==> src/rtl/memo_trans_seq_pkg.sv <==
// memo_trans_pkg: state encoding, default sizing and mux-select codes shared
// by the run-level sequencer, its pointer tracker and anything talking to them.
package memo_trans_pkg;

    typedef enum logic [2:0] {
        ST_IDLE    = 3'd0,
        ST_LOAD    = 3'd1,
        ST_COMPUTE = 3'd2,
        ST_FLUSH   = 3'd3,
        ST_DONE    = 3'd4
    } state_t;

    localparam int DEPTH_A_DEF = 8;
    localparam int CNT_W_DEF   = 5;

    // DataInB mux codes: adder result or subber result
    localparam logic SEL_ADD = 1'b0;
    localparam logic SEL_SUB = 1'b1;

endpackage

==> src/rtl/memo_trans_seq_if.sv <==
// memo_trans_seq_if: run handshake plus memory strobes between a host/datapath
// (master side, issues start/abort and the comparator Sign) and the sequencer
// (slave side, answers with strobes, status and the phase counter).
interface memo_trans_seq_if #(
    parameter int CNT_W = memo_trans_pkg::CNT_W_DEF
) ();
    import memo_trans_pkg::*;

    logic             start;
    logic             abort;
    logic             Sign;
    logic             WEA;
    logic             IncA;
    logic             WEB;
    logic             IncB;
    logic             sel_sub;
    logic             busy;
    logic             done;
    logic             aborted;
    logic [CNT_W-1:0] counter;

    modport master (
        output start, abort, Sign,
        input  WEA, IncA, WEB, IncB, sel_sub, busy, done, aborted, counter
    );

    modport slave (
        input  start, abort, Sign,
        output WEA, IncA, WEB, IncB, sel_sub, busy, done, aborted, counter
    );

endinterface

==> src/rtl/memo_trans_seq_ptr_trk.sv <==
// memo_trans_ptr_trk: shadow of memory B's address pointer, plus detection of
// the flush step after which both memories' pointers sit at address 0 again.
module memo_trans_ptr_trk #(
    parameter int DEPTH_B = memo_trans_pkg::DEPTH_A_DEF / 2,
    parameter int B_W     = (DEPTH_B > 1) ? $clog2(DEPTH_B) : 1
) (
    input  logic clock,
    input  logic Reset,
    input  logic i_incB,
    input  logic i_aLast,
    output logic o_bBusy,
    output logic o_aligned
);
    import memo_trans_pkg::*;

    logic [B_W-1:0] r_b_ptr;
    logic [B_W-1:0] w_bPtrNext;

    // DEPTH_B is a power of two, so the natural wrap matches memory B's pointer
    assign w_bPtrNext = i_incB ? (r_b_ptr + 1'b1) : r_b_ptr;

    // follow every IncB the sequencer issues; reset together with the memories
    always_ff @(posedge clock or posedge Reset) begin
        if (Reset) begin
            r_b_ptr <= '0;
        end else begin
            r_b_ptr <= w_bPtrNext;
        end
    end

    assign o_bBusy   = (r_b_ptr != '0);
    assign o_aligned = i_aLast & (w_bPtrNext == '0);

endmodule

==> src/rtl/memo_trans_seq.sv <==
// memo_trans_seq: fills memory A, walks it pairwise into memory B, and on
// abort steps both pointers back to address 0 before reporting 'aborted'.
// All status and strobes are decoded from registered state only; sel_sub is
// the one output with a same-cycle path from an input (Sign).
module memo_trans_seq #(
    parameter int DEPTH_A = memo_trans_pkg::DEPTH_A_DEF,
    parameter int CNT_W   = memo_trans_pkg::CNT_W_DEF
) (
    input  logic              clock,
    input  logic              Reset,
    memo_trans_seq_if.slave   bus
);
    import memo_trans_pkg::*;

    localparam int               DEPTH_B   = DEPTH_A / 2;
    localparam logic [CNT_W-1:0] LAST_CNT  = CNT_W'(DEPTH_A - 1);
    localparam logic [CNT_W-1:0] DEPTH_CNT = CNT_W'(DEPTH_A);

    state_t           r_state;
    state_t           w_stateNext;
    logic [CNT_W-1:0] r_counter;
    logic [CNT_W-1:0] w_counterNext;
    logic             r_aborted;
    logic             w_abortedNext;

    logic w_wea;
    logic w_incA;
    logic w_web;
    logic w_incB;
    logic w_bBusy;
    logic w_aligned;
    logic w_last;
    logic w_aLast;

    assign w_last  = (r_counter == LAST_CNT);
    assign w_aLast = (r_state == ST_FLUSH) & w_last & w_incA;

    memo_trans_ptr_trk #(
        .DEPTH_B (DEPTH_B)
    ) u_ptr_trk (
        .clock     (clock),
        .Reset     (Reset),
        .i_incB    (w_incB),
        .i_aLast   (w_aLast),
        .o_bBusy   (w_bBusy),
        .o_aligned (w_aligned)
    );

    // memory strobes per phase; B is written once per A pair, on the odd word
    always_comb begin
        w_wea  = 1'b0;
        w_incA = 1'b0;
        w_web  = 1'b0;
        w_incB = 1'b0;
        case (r_state)
            ST_LOAD: begin
                w_wea  = 1'b1;
                w_incA = 1'b1;
            end
            ST_COMPUTE: begin
                w_incA = 1'b1;
                w_web  = r_counter[0];
                w_incB = r_counter[0];
            end
            ST_FLUSH: begin
                w_incA = (r_counter < DEPTH_CNT);
                w_incB = w_bBusy;
            end
            default: begin
            end
        endcase
    end

    // phase sequencing; an abort still lets its own cycle's strobes go out
    always_comb begin
        w_stateNext   = r_state;
        w_counterNext = r_counter;
        w_abortedNext = 1'b0;
        case (r_state)
            ST_IDLE: begin
                w_counterNext = '0;
                if (bus.start && !bus.abort) begin
                    w_stateNext = ST_LOAD;
                end
            end
            ST_LOAD, ST_COMPUTE: begin
                if (bus.abort) begin
                    if (w_last) begin
                        w_stateNext   = ST_IDLE;
                        w_counterNext = '0;
                        w_abortedNext = 1'b1;
                    end else begin
                        w_stateNext   = ST_FLUSH;
                        w_counterNext = r_counter + 1'b1;
                    end
                end else if (w_last) begin
                    w_stateNext   = (r_state == ST_LOAD) ? ST_COMPUTE : ST_DONE;
                    w_counterNext = '0;
                end else begin
                    w_counterNext = r_counter + 1'b1;
                end
            end
            ST_FLUSH: begin
                if (w_aligned) begin
                    w_stateNext   = ST_IDLE;
                    w_counterNext = '0;
                    w_abortedNext = 1'b1;
                end else begin
                    w_counterNext = r_counter + 1'b1;
                end
            end
            ST_DONE: begin
                w_stateNext   = ST_IDLE;
                w_counterNext = '0;
            end
            default: begin
                w_stateNext   = ST_IDLE;
                w_counterNext = '0;
            end
        endcase
    end

    // state, phase counter and the one-shot aborted flag
    always_ff @(posedge clock or posedge Reset) begin
        if (Reset) begin
            r_state   <= ST_IDLE;
            r_counter <= '0;
            r_aborted <= 1'b0;
        end else begin
            r_state   <= w_stateNext;
            r_counter <= w_counterNext;
            r_aborted <= w_abortedNext;
        end
    end

    assign bus.WEA     = w_wea;
    assign bus.IncA    = w_incA;
    assign bus.WEB     = w_web;
    assign bus.IncB    = w_incB;
    assign bus.sel_sub = (w_web & bus.Sign) ? SEL_SUB : SEL_ADD;
    assign bus.busy    = (r_state == ST_LOAD) || (r_state == ST_COMPUTE) ||
                         (r_state == ST_FLUSH);
    assign bus.done    = (r_state == ST_DONE);
    assign bus.aborted = r_aborted;
    assign bus.counter = r_counter;

endmodule
==> src/flat_wrapper.sv <==
// flat-port wrapper written by rule: the top's interface ports become plain ports
module memo_trans_seq_flat import memo_trans_pkg::*;
#(
    parameter int DEPTH_A = memo_trans_pkg::DEPTH_A_DEF,
    parameter int CNT_W   = memo_trans_pkg::CNT_W_DEF
)
  (clock, Reset, bus_start, bus_abort, bus_Sign, bus_WEA, bus_IncA, bus_WEB, bus_IncB, bus_sel_sub, bus_busy, bus_done, bus_aborted, bus_counter);
  memo_trans_seq_if #(.CNT_W(CNT_W)) bus_i ();
  input  logic clock;
  input  logic Reset;
  input wire logic [$bits(bus_i.start)-1:0] bus_start;
  input wire logic [$bits(bus_i.abort)-1:0] bus_abort;
  input wire logic [$bits(bus_i.Sign)-1:0] bus_Sign;
  output wire logic [$bits(bus_i.WEA)-1:0] bus_WEA;
  output wire logic [$bits(bus_i.IncA)-1:0] bus_IncA;
  output wire logic [$bits(bus_i.WEB)-1:0] bus_WEB;
  output wire logic [$bits(bus_i.IncB)-1:0] bus_IncB;
  output wire logic [$bits(bus_i.sel_sub)-1:0] bus_sel_sub;
  output wire logic [$bits(bus_i.busy)-1:0] bus_busy;
  output wire logic [$bits(bus_i.done)-1:0] bus_done;
  output wire logic [$bits(bus_i.aborted)-1:0] bus_aborted;
  output wire logic [$bits(bus_i.counter)-1:0] bus_counter;
  assign bus_i.start = bus_start;
  assign bus_i.abort = bus_abort;
  assign bus_i.Sign = bus_Sign;
  assign bus_WEA = bus_i.WEA;
  assign bus_IncA = bus_i.IncA;
  assign bus_WEB = bus_i.WEB;
  assign bus_IncB = bus_i.IncB;
  assign bus_sel_sub = bus_i.sel_sub;
  assign bus_busy = bus_i.busy;
  assign bus_done = bus_i.done;
  assign bus_aborted = bus_i.aborted;
  assign bus_counter = bus_i.counter;
  memo_trans_seq #(.DEPTH_A(DEPTH_A), .CNT_W(CNT_W)) u_core (.clock(clock), .Reset(Reset), .bus(bus_i));
endmodule
==> config.mk <==
export PLATFORM = sky130hd
export DESIGN_NAME = memo_trans_seq_flat
export DESIGN_NICKNAME = d
export VERILOG_FILES = /design/src/rtl/memo_trans_seq_pkg.sv /design/src/rtl/memo_trans_seq_if.sv /design/src/rtl/memo_trans_seq_ptr_trk.sv /design/src/rtl/memo_trans_seq.sv /design/src/flat_wrapper.sv
export SDC_FILE = /design/constraint.sdc
export NUM_CORES = 1
export LEC_CHECK = 0
export ABC_AREA = 1
export CAP_MARGIN = 20
export CORE_MARGIN = 2
export CORE_UTILIZATION = 45
export DETAILED_ROUTE_END_ITERATION = 8
export PLACE_DENSITY_LB_ADDON = 0.1
export SLEW_MARGIN = 20
export SYNTH_ARGS = -nofsm -noshare
export SYNTH_HDL_FRONTEND = slang
export SYNTH_HIERARCHICAL = 1
export SYNTH_SLANG_ARGS = --single-unit
export TNS_END_PERCENT = 100
==> constraint.sdc <==
create_clock -name clock -period 4.2 [get_ports clock]
set_input_delay 0.42 -clock clock [delete_from_list [all_inputs] [get_ports clock]]
set_output_delay 0.42 -clock clock [all_outputs]
set_load 0.02 [all_outputs]
* Yosys cells after proc, flatten, opt, wreduce, memory -nomap -nowiden
Cells that the tools add are included.
Word-level totals: bits in registers 11, latch bits 0, memory bits (writable) 0, bits in read-only memories 0, input bits 5, output and inout port bits 13, logic and storage cells 48, memories 0
Operators by class: add/subtract/negate cells 2, multipliers 0, divide/modulo/power cells 0, magnitude comparators 1, equal/unequal tests 8, shift operators 0, mux-type cells 20, bitwise logic cells 4, reductions and logical operators 9
Operator list (number):
- $mux 3 | 5
- $mux 5 | 2
- $pmux 5 s2 | 1
- $pmux 3 s3 | 1
- $eq 3x2->1 const B | 2
- $mux 1 | 6
- $pmux 1 s2 | 3
- $add 5x1->5 const B | 1
- $eq 5x3->1 const B | 1
- $lt 5x4->1 const B | 1
- $and 1x1->1 | 4
- $mux 2 | 2
- $eq 3x1->1 const B | 1
- $eq 3x3->1 const B | 1
- $logic_not 3->1 | 1
- $ne 3x1->1 const B | 1
- $reduce_and 3->1 | 1
- $add 2x1->2 const B | 1
- $logic_not 2->1 | 1
- $logic_or 1x1->1 | 2
- $ne 2x1->1 const B | 1
- $ne 2x2->1 const B | 1
- $reduce_bool 2->1 | 1
- $reduce_or 2->1 | 1
- other kinds (2) | 2

* Depth between registers and ports, before layout
Gate-level depths: netlist (run 1).
depth in word-level cells 7, depth in mapped cells 16

* By module
The synthesis (run 1) kept the hierarchy.
Modules (own cells, without submodules):
- memo_trans_seq | instances 1, cells each 76, area an instance 563.0 um^2, sequential area each 225.2 um^2
- memo_trans_ptr_trk | instances 1, cells each 16, area an instance 117.6 um^2, sequential area each 50.0 um^2

* Worst setup path before layout (run 1)
No wires, ideal clock.
path kind reg2reg, start register u_core.r_state[0], end register u_core.r_state[1], arrival 1.915 ns, required time 4.135 ns, setup slack 2.220 ns, stages on the path, launching flop included 13, cells stage by stage dfrtp_1 -> nand3b_2 -> o21ai_1 -> inv_1 -> nand2_1 -> nand3_1 -> nor2_2 -> inv_1 -> nand2_2 -> nand2_2 -> a21oi_1 -> nand2_1 -> nand2_1
Between the ends: word-level cells in the longest chain between the ends 7
RTL lines:
- start: declaration | RTL line memo_trans_seq.sv:19 | state_t r_state;
- start signal: assignment | RTL line memo_trans_seq.sv:130 | r_state <= w_stateNext;
- $eq 3x2->1 | RTL line memo_trans_seq.sv:55 | case (r_state)
- $pmux 1 s2 (*) | RTL line memo_trans_seq.sv:55
- via bus_IncB | RTL line flat_wrapper.sv:17 | output wire logic [$bits(bus_i.IncB)-1:0] bus_IncB;
- $mux 2 (*) | RTL line memo_trans_seq_ptr_trk.sv:20 | assign w_bPtrNext = i_incB ? (r_b_ptr + 1'b1) : r_b_ptr;
- $logic_not 2->1 (*) | RTL line memo_trans_seq_ptr_trk.sv:32 | assign o_aligned = i_aLast & (w_bPtrNext == '0);
- $and 1x1->1 (*) | RTL line memo_trans_seq_ptr_trk.sv:32
- via u_core.w_aligned | RTL line memo_trans_seq.sv:31 | logic w_aligned;
- $ne 2x2->1 (no line) (*)
- $reduce_and 3->1 (no line) (*)
Mark *: on every way through the listed nets, which the timed path passes. The rest lies on a longest branch. The select of a mux whose other input is x is not followed. A chain may end at the register's enable or synchronous reset.

* Final worst setup path (run 1)
start register u_core.r_state[0], end output port bus_IncB
Between the ends: word-level cells in the longest chain between the ends 2
RTL lines (RTL line):
- $eq 3x2->1 | memo_trans_seq.sv:55
- $pmux 1 s2 (*) | memo_trans_seq.sv:55
- end: declaration | flat_wrapper.sv:17
Every way passes the cells marked *; elsewhere a longest branch is shown, timed or not.

==> results of run 1 <==
flip-flops by register name (all words and copies together), names as in the netlist:
register / flops
u_core/bus.aborted: 1
u_core/r_state: 3
u_core/bus.counter: 5
u_core/u_ptr_trk/r_b_ptr: 2
worst reg2reg max path, cell delays in order, from the launching register on:
cell      delay (ns)
dfrtp_1         0.45
nand3b_2        0.29
o21ai_1         0.26
inv_1           0.09
nand2_1         0.09
nand3_1         0.08
nor2_2          0.08
inv_1           0.06
nand2_2         0.08
nand2_2         0.07
a21oi_1         0.19
nand2_1         0.08
nand2_1         0.06
power groups by stage:
stage / registers [mW] / logic, mW / clock network, mW
2_1_floorplan: 0.182 / 0.253 / 0
3_3_place_gp: 0.175 / 0.382 / 0
3_5_place_dp: 0.177 / 0.385 / 0
4_1_cts: 0.175 / 0.386 / 0.0756
5_1_grt: 0.181 / 0.428 / 0.0834
6_report: 0.175 / 0.384 / 0.0709
worst min path at each step:
stage	from	endpoint	slack [ns]	cells past startpoint
5_1_grt	Reset	u_core/u_ptr_trk/r_b_ptr[0]	0.33	2
4_1_cts	Reset	u_core/u_ptr_trk/r_b_ptr[0]	0.32	2
3_5_place_dp	u_core/u_ptr_trk/r_b_ptr[1]	u_core/u_ptr_trk/r_b_ptr[1]	0.49	2
2_1_floorplan	Reset	u_core/u_ptr_trk/r_b_ptr[0]	0.16	1
6_report	Reset	u_core/u_ptr_trk/r_b_ptr[0]	0.33	2
3_3_place_gp	u_core/u_ptr_trk/r_b_ptr[1]	u_core/u_ptr_trk/r_b_ptr[1]	0.49	2
per-layer routing:
| metal | global-route usage, % | vias up |
|---|---|---|
| met5 | 0 | - |
| met4 | 13.1 | 0 |
| li1 | - | 323 |
| met3 | 3.83 | 4 |
| met2 | 30.6 | 25 |
| met1 | 20.4 | 287 |
cells in the mapped netlist:
cell type	n
nor3_2	1
nor3_1	1
nand2_4	1
inv_1	13
ha_1	2
nor3b_1	1
nand3_1	6
nand3_2	1
nor2_1	12
o22ai_1	1
nand3b_2	1
dfrtp_1	11
a21oi_1	2
inv_2	5
xor2_1	2
nor2_4	1
nand2_1	23
o21ai_1	1
a21oi_2	1
nor2_2	1
nand2_2	5
per-stage QoR:
step                      setup WS (ns)  utilization, %  hold WS, ns  std cells
after floorplan                    2.22               -        0.161         92
after CTS                          1.84            61.7        0.324        129
final                              1.87            61.7        0.334        129
after global routing               1.73            61.7        0.328        129
after detailed placement           2.12            59.9        0.488        125
after global placement             2.14            59.9        0.488        125
area by class of cell:
type	instances	share of cell area (%)
Sequential cell	11	30.7
Multi-Input combinational cell	63	37.7
Clock buffer	4	2.93
Inverter	18	7.53
Tap cell	16	2.23
Timing Repair Buffer	17	19.0
cells by family after synthesis:
group | after synthesis | share of synthesized area [%]
adders and majority gates | 2 | 3.68
xor gates and xnor gates | 2 | 2.57
and+or+nand+nor | 54 | 39.0
buffers and inverters | 18 | 9.93
AOI/OAI and AO/OA | 5 | 4.41
DFF | 11 | 40.4
==> run summary, run 1 <==
Most frequent cells in the layout: 23 x nand2_1, 17 x clkdlybuf4s50_1, 13 x inv_1
Crit. Startpoint: u_core/r_state[0]
Clk slew on worst S/H paths: 0.07 ns
Top cells by area, synth: dfrtp_1 40%, nand2_1 13%, inv_1 7.2%
Largest net degree at the start of global routing: 10
Sw Ratio: 47.7%
TritonCTS Buffers: 3
Syn-to-layout area delta: 31.8%
Post-synthesis sequential area ratio: 40.4%
Vias in the first global route: 599
Clk root buf: clkbuf_4
Commonest non-fill, non-tap cell in the layout: nand2_1
CP cell instances: nand3b_2 > o21ai_1 > clkdlybuf4s50_1
Initial Util: 46.8%
Fmax: 0.429 GHz
DRT Pass-1 Iters: 4
Logic pwr share: 60.9%
Fillcell total: 137
Worst Path Arrival: 1.91 ns
Port buffer count: 17
FF-to-FF setup slack: 2.28 ns
LEAKAGE: 0.449 nW
Final Hold Viols: 0
Die Wd: 42.9 um
Crit. path cell count: 3
Worst slew margin: 76.3%
Yosys top cell area share: 40.4%
Slew @ Worst Pin: 0.355 ns
Nets: 121
Worst Reg-to-Reg Cells: 12
Drt drc: 0
ANT cells: 0
Mapped Cells: 92
Final RePlAce weighted congestion: 0.800
First-pass GRT wire length: 2430 um
Post-layout minimum cycle time: 2.33 ns
Dpl hpwl: 1110 um
RSZ-0062 raised after global routing: false
WL/cell: 10.8 um
Syn Nets: 99
Gr ovfl total: 0
CP endpoint kind: output pin
Share of cells above drive strength 1: 17.7%
CP Class: reg -> out
Clock skew: 0.000944 ns
Via density: 4.95
Clock sinks: 11
Later-pin clock latency in the skew report: 0.26 ns
Cts repair resizes: 0
Post-synth top area cell: dfrtp_1
NetSw: 301 uW
Max cap viols: 0
Hold Crit Class: in -> async
Via count of the routed design: 639
Critical Path Start Type: flop
Slowest CP cell: clkdlybuf4s50_1
Max Root-Sink Buffers: 2
Pwr dens: 702 nW/um^2
Int Power: 329 uW
Final Instance Area: 897 um^2
Post-DP Area: 871 um^2
Syn_area_per_cell: 7.40 um^2
Worst r2r src: u_core/r_state[0]
Synth warnings: 6
DRT iter0 DRCs: 18
R2R Path End: u_core/r_state[0]
Status: finished clean
Setup violators final: 0
Post-route ant nets: 0
Post CTS Setup Buffer Count: 0
Uppermost routed layer: met4
Slew Limit Fails: 0
CTS HTree Levels: 1
Worst-path fanout max: 6
Req. time, crit path: 3.78 ns
Reg area: 275 um^2
Kind of cell adding the most delay to the critical path: buffers and inverters
Synth cell types: 21
Initial antenna violation count: 0
Cell area after synthesis: 681 um^2
#FFs+latches synth: 11
VDD IR max: 0.000286 V
Vert. Die Dim: 42.9 um
Core area: 1450 um^2
Cts hold-fix bufs: 0
WL met2: 718 um
Die ar.: 1840 um^2
Critical Path Sink: bus_IncB
Met3 WL: 74 um
Multi-input gate area: 338 um^2
Final Routed Wirelength: 1390 um
Total power: 629 uW
Buf/Inv on CP: 1
Slowest cell delay on critical path: 0.65 ns
Rows: 14
Total Negative Setup Slacks: 0 ns
Seq pwr share: 27.8%
Clock power share: 11.3%
WL met1: 572 um
Period utilisation layout: 55.6%
Gr usage total: 18.4%
IO Pins: 18
CTS tree: yes
No activity file was read; power rests on OpenSTA's default activity.
==> inputs of run 2 (changes only) <==
--- a/config.mk
+++ b/config.mk
@@ -8,7 +8,7 @@
 export ABC_AREA = 1
 export CAP_MARGIN = 20
 export CORE_MARGIN = 2
-export CORE_UTILIZATION = 45
+export CORE_UTILIZATION = 41
 export DETAILED_ROUTE_END_ITERATION = 8
 export PLACE_DENSITY_LB_ADDON = 0.1
 export SLEW_MARGIN = 20
==> constraint.sdc (replaced) <==
create_clock -name clock -period 2 [get_ports clock]
set_input_delay 0.2 -clock clock [delete_from_list [all_inputs] [get_ports clock]]
set_output_delay 0.2 -clock clock [all_outputs]
set_load 0.02 [all_outputs]
==> run summary, run 2 (synthesis results as in run 1) <==
Clock power share: 11.6%
Max reg flops: 5
Critical Path Start Type: flop
Period utilisation layout: 93.1%
Post-layout minimum cycle time: 1.86 ns
LEAKAGE: 0.464 nW
Clock skew: 0.00207 ns
RSZ-0062 raised after global routing: false
Slowest cell delay on critical path: 0.60 ns
Slowest CP cell: clkdlybuf4s50_1
Die ar.: 2000 um^2
Int Power: 681 uW
Utilization after layout: 59.4%
Worst Path Arrival: 1.66 ns
Total power: 1.31 mW
Fmax: 0.537 GHz
CP cell instances: inv_2 > nand3_2 > inv_1 > clkdlybuf4s50_1
Worst slew margin: 77.3%
Commonest non-fill, non-tap cell in the layout: nand2_1
Logic pwr share: 60.2%
ANT cells: 0
Vert. Die Dim: 44.7 um
Uppermost routed layer: met4
Final Hold Viols: 0
Sw Ratio: 48.1%
Max Root-Sink Buffers: 2
Initial antenna violation count: 0
Via count of the routed design: 628
Vias in the first global route: 543
IO Pins: 18
Nets: 121
VDD IR max: 0.000650 V
First-pass GRT wire length: 2150 um
Post-route ant nets: 0
Slew @ Worst Pin: 0.340 ns
Final RePlAce weighted congestion: 0.807
Req. time, crit path: 1.80 ns
WL/cell: 10.0 um
Status: finished clean
Max cap viols: 0
Final Routed Wirelength: 1300 um
Seq pwr share: 28.2%
WL met1: 571 um
CTS tree: yes
Setup WS pre-CTS: 0.133 ns
Cells after DPL: 125
Syn-to-layout area delta: 33.1%
Port buffer count: 17
NetSw: 631 uW
Pwr dens: 1450 nW/um^2
CP endpoint kind: output pin
Most frequent cells in the layout: 23 x nand2_1, 14 x clkdlybuf4s50_1, 13 x inv_1
WL met2: 625 um
Share of cells above drive strength 1: 18.6%
CP Class: reg -> out
Initial Util: 44.7%
Rows: 14
Total Negative Setup Slacks: 0 ns
Cts hold-fix bufs: 0
Drt drc: 0
Later-pin clock latency in the skew report: 0.27 ns
Gr ovfl total: 0
Fin worst setup slack: 0.139 ns
Clk slew on worst S/H paths: 0.07 ns
Hold Crit Class: in -> async
CTS HTree Levels: 1
Worst-path fanout max: 5
Met3 WL: 84 um
DRT Pass-1 Iters: 4
DRT iter0 DRCs: 15
Die Wd: 44.7 um
Largest net degree at the start of global routing: 10
Setup violators final: 0
Core area: 1520 um^2
TritonCTS Buffers: 3
Slew Limit Fails: 0
Dpl hpwl: 1060 um
Clk root buf: clkbuf_4
Via density: 4.87
Clock sinks: 11
Gr usage total: 15.1%
Fin cells: 129
## run 2: layout make-up
cell class | instances | area (um^2)
tap | 16 | 20.0
sequential | 11 | 275
inverter | 18 | 67.6
timing repair buffer | 17 | 166
fill | 146 | 618
multi-input combinational | 63 | 350
clock buffer | 4 | 26.3
## run 2: metrics by stage
stage / hold WS, ns / area (um^2)
after floorplan: -0.0588 / 681
after global placement: 0.389 / 871
after detailed placement: 0.400 / 871
after CTS: 0.0969 / 893
after global routing: 0.0908 / 906
final: 0.103 / 906
## run 2: power groups by stage
stage	combinational, mW	sequential [mW]	clock, mW
detailed placement	0.802	0.373	0
finish	0.789	0.370	0.152
floorplan	0.532	0.382	0
CTS	0.784	0.370	0.161
global route	0.890	0.382	0.171
global placement	0.801	0.369	0
## run 2: layer usage
| layer | track usage (%) | vias up |
|---|---|---|
| met5 | 0 | - |
| met4 | 7.27 | 0 |
| met3 | 4.00 | 2 |
| met2 | 24.6 | 18 |
| met1 | 18.4 | 284 |
| li1 | - | 324 |
## run 2: timing repair
item                                    CTS  global route
hold endpoints to repair                  0             0
cloned                                    0             0
resized for setup                         3             2
setup buffers                             0             0
endpoints found under the setup margin    3             6
## run 2: final timing paths
| check | from | to | slack, ns | cells past startpoint |
|---|---|---|---|---|
| setup / recovery | u_core/r_state[2] | bus_WEA | 0.14 | 4 |
| hold / removal | Reset | u_core/u_ptr_trk/r_b_ptr[0] | 0.10 | 2 |
| setup reg to reg | u_core/bus.counter[0] | u_core/r_state[1] | 0.20 | 13 |
| hold reg to reg | u_core/u_ptr_trk/r_b_ptr[1] | u_core/u_ptr_trk/r_b_ptr[1] | 0.51 | 2 |
| max in group asynchronous | Reset | u_core/r_state[1] | 1.53 | 2 |
| min in group clock | u_core/u_ptr_trk/r_b_ptr[1] | u_core/u_ptr_trk/r_b_ptr[1] | 0.51 | 2 |
## run 2: worst max-delay path, delay by kind of cell (launching register included)
family,cells,cell delay [ns]
AND/OR/NAND/NOR,1,0.14
buffers and inverters,3,0.83
flip-flops,1,0.43
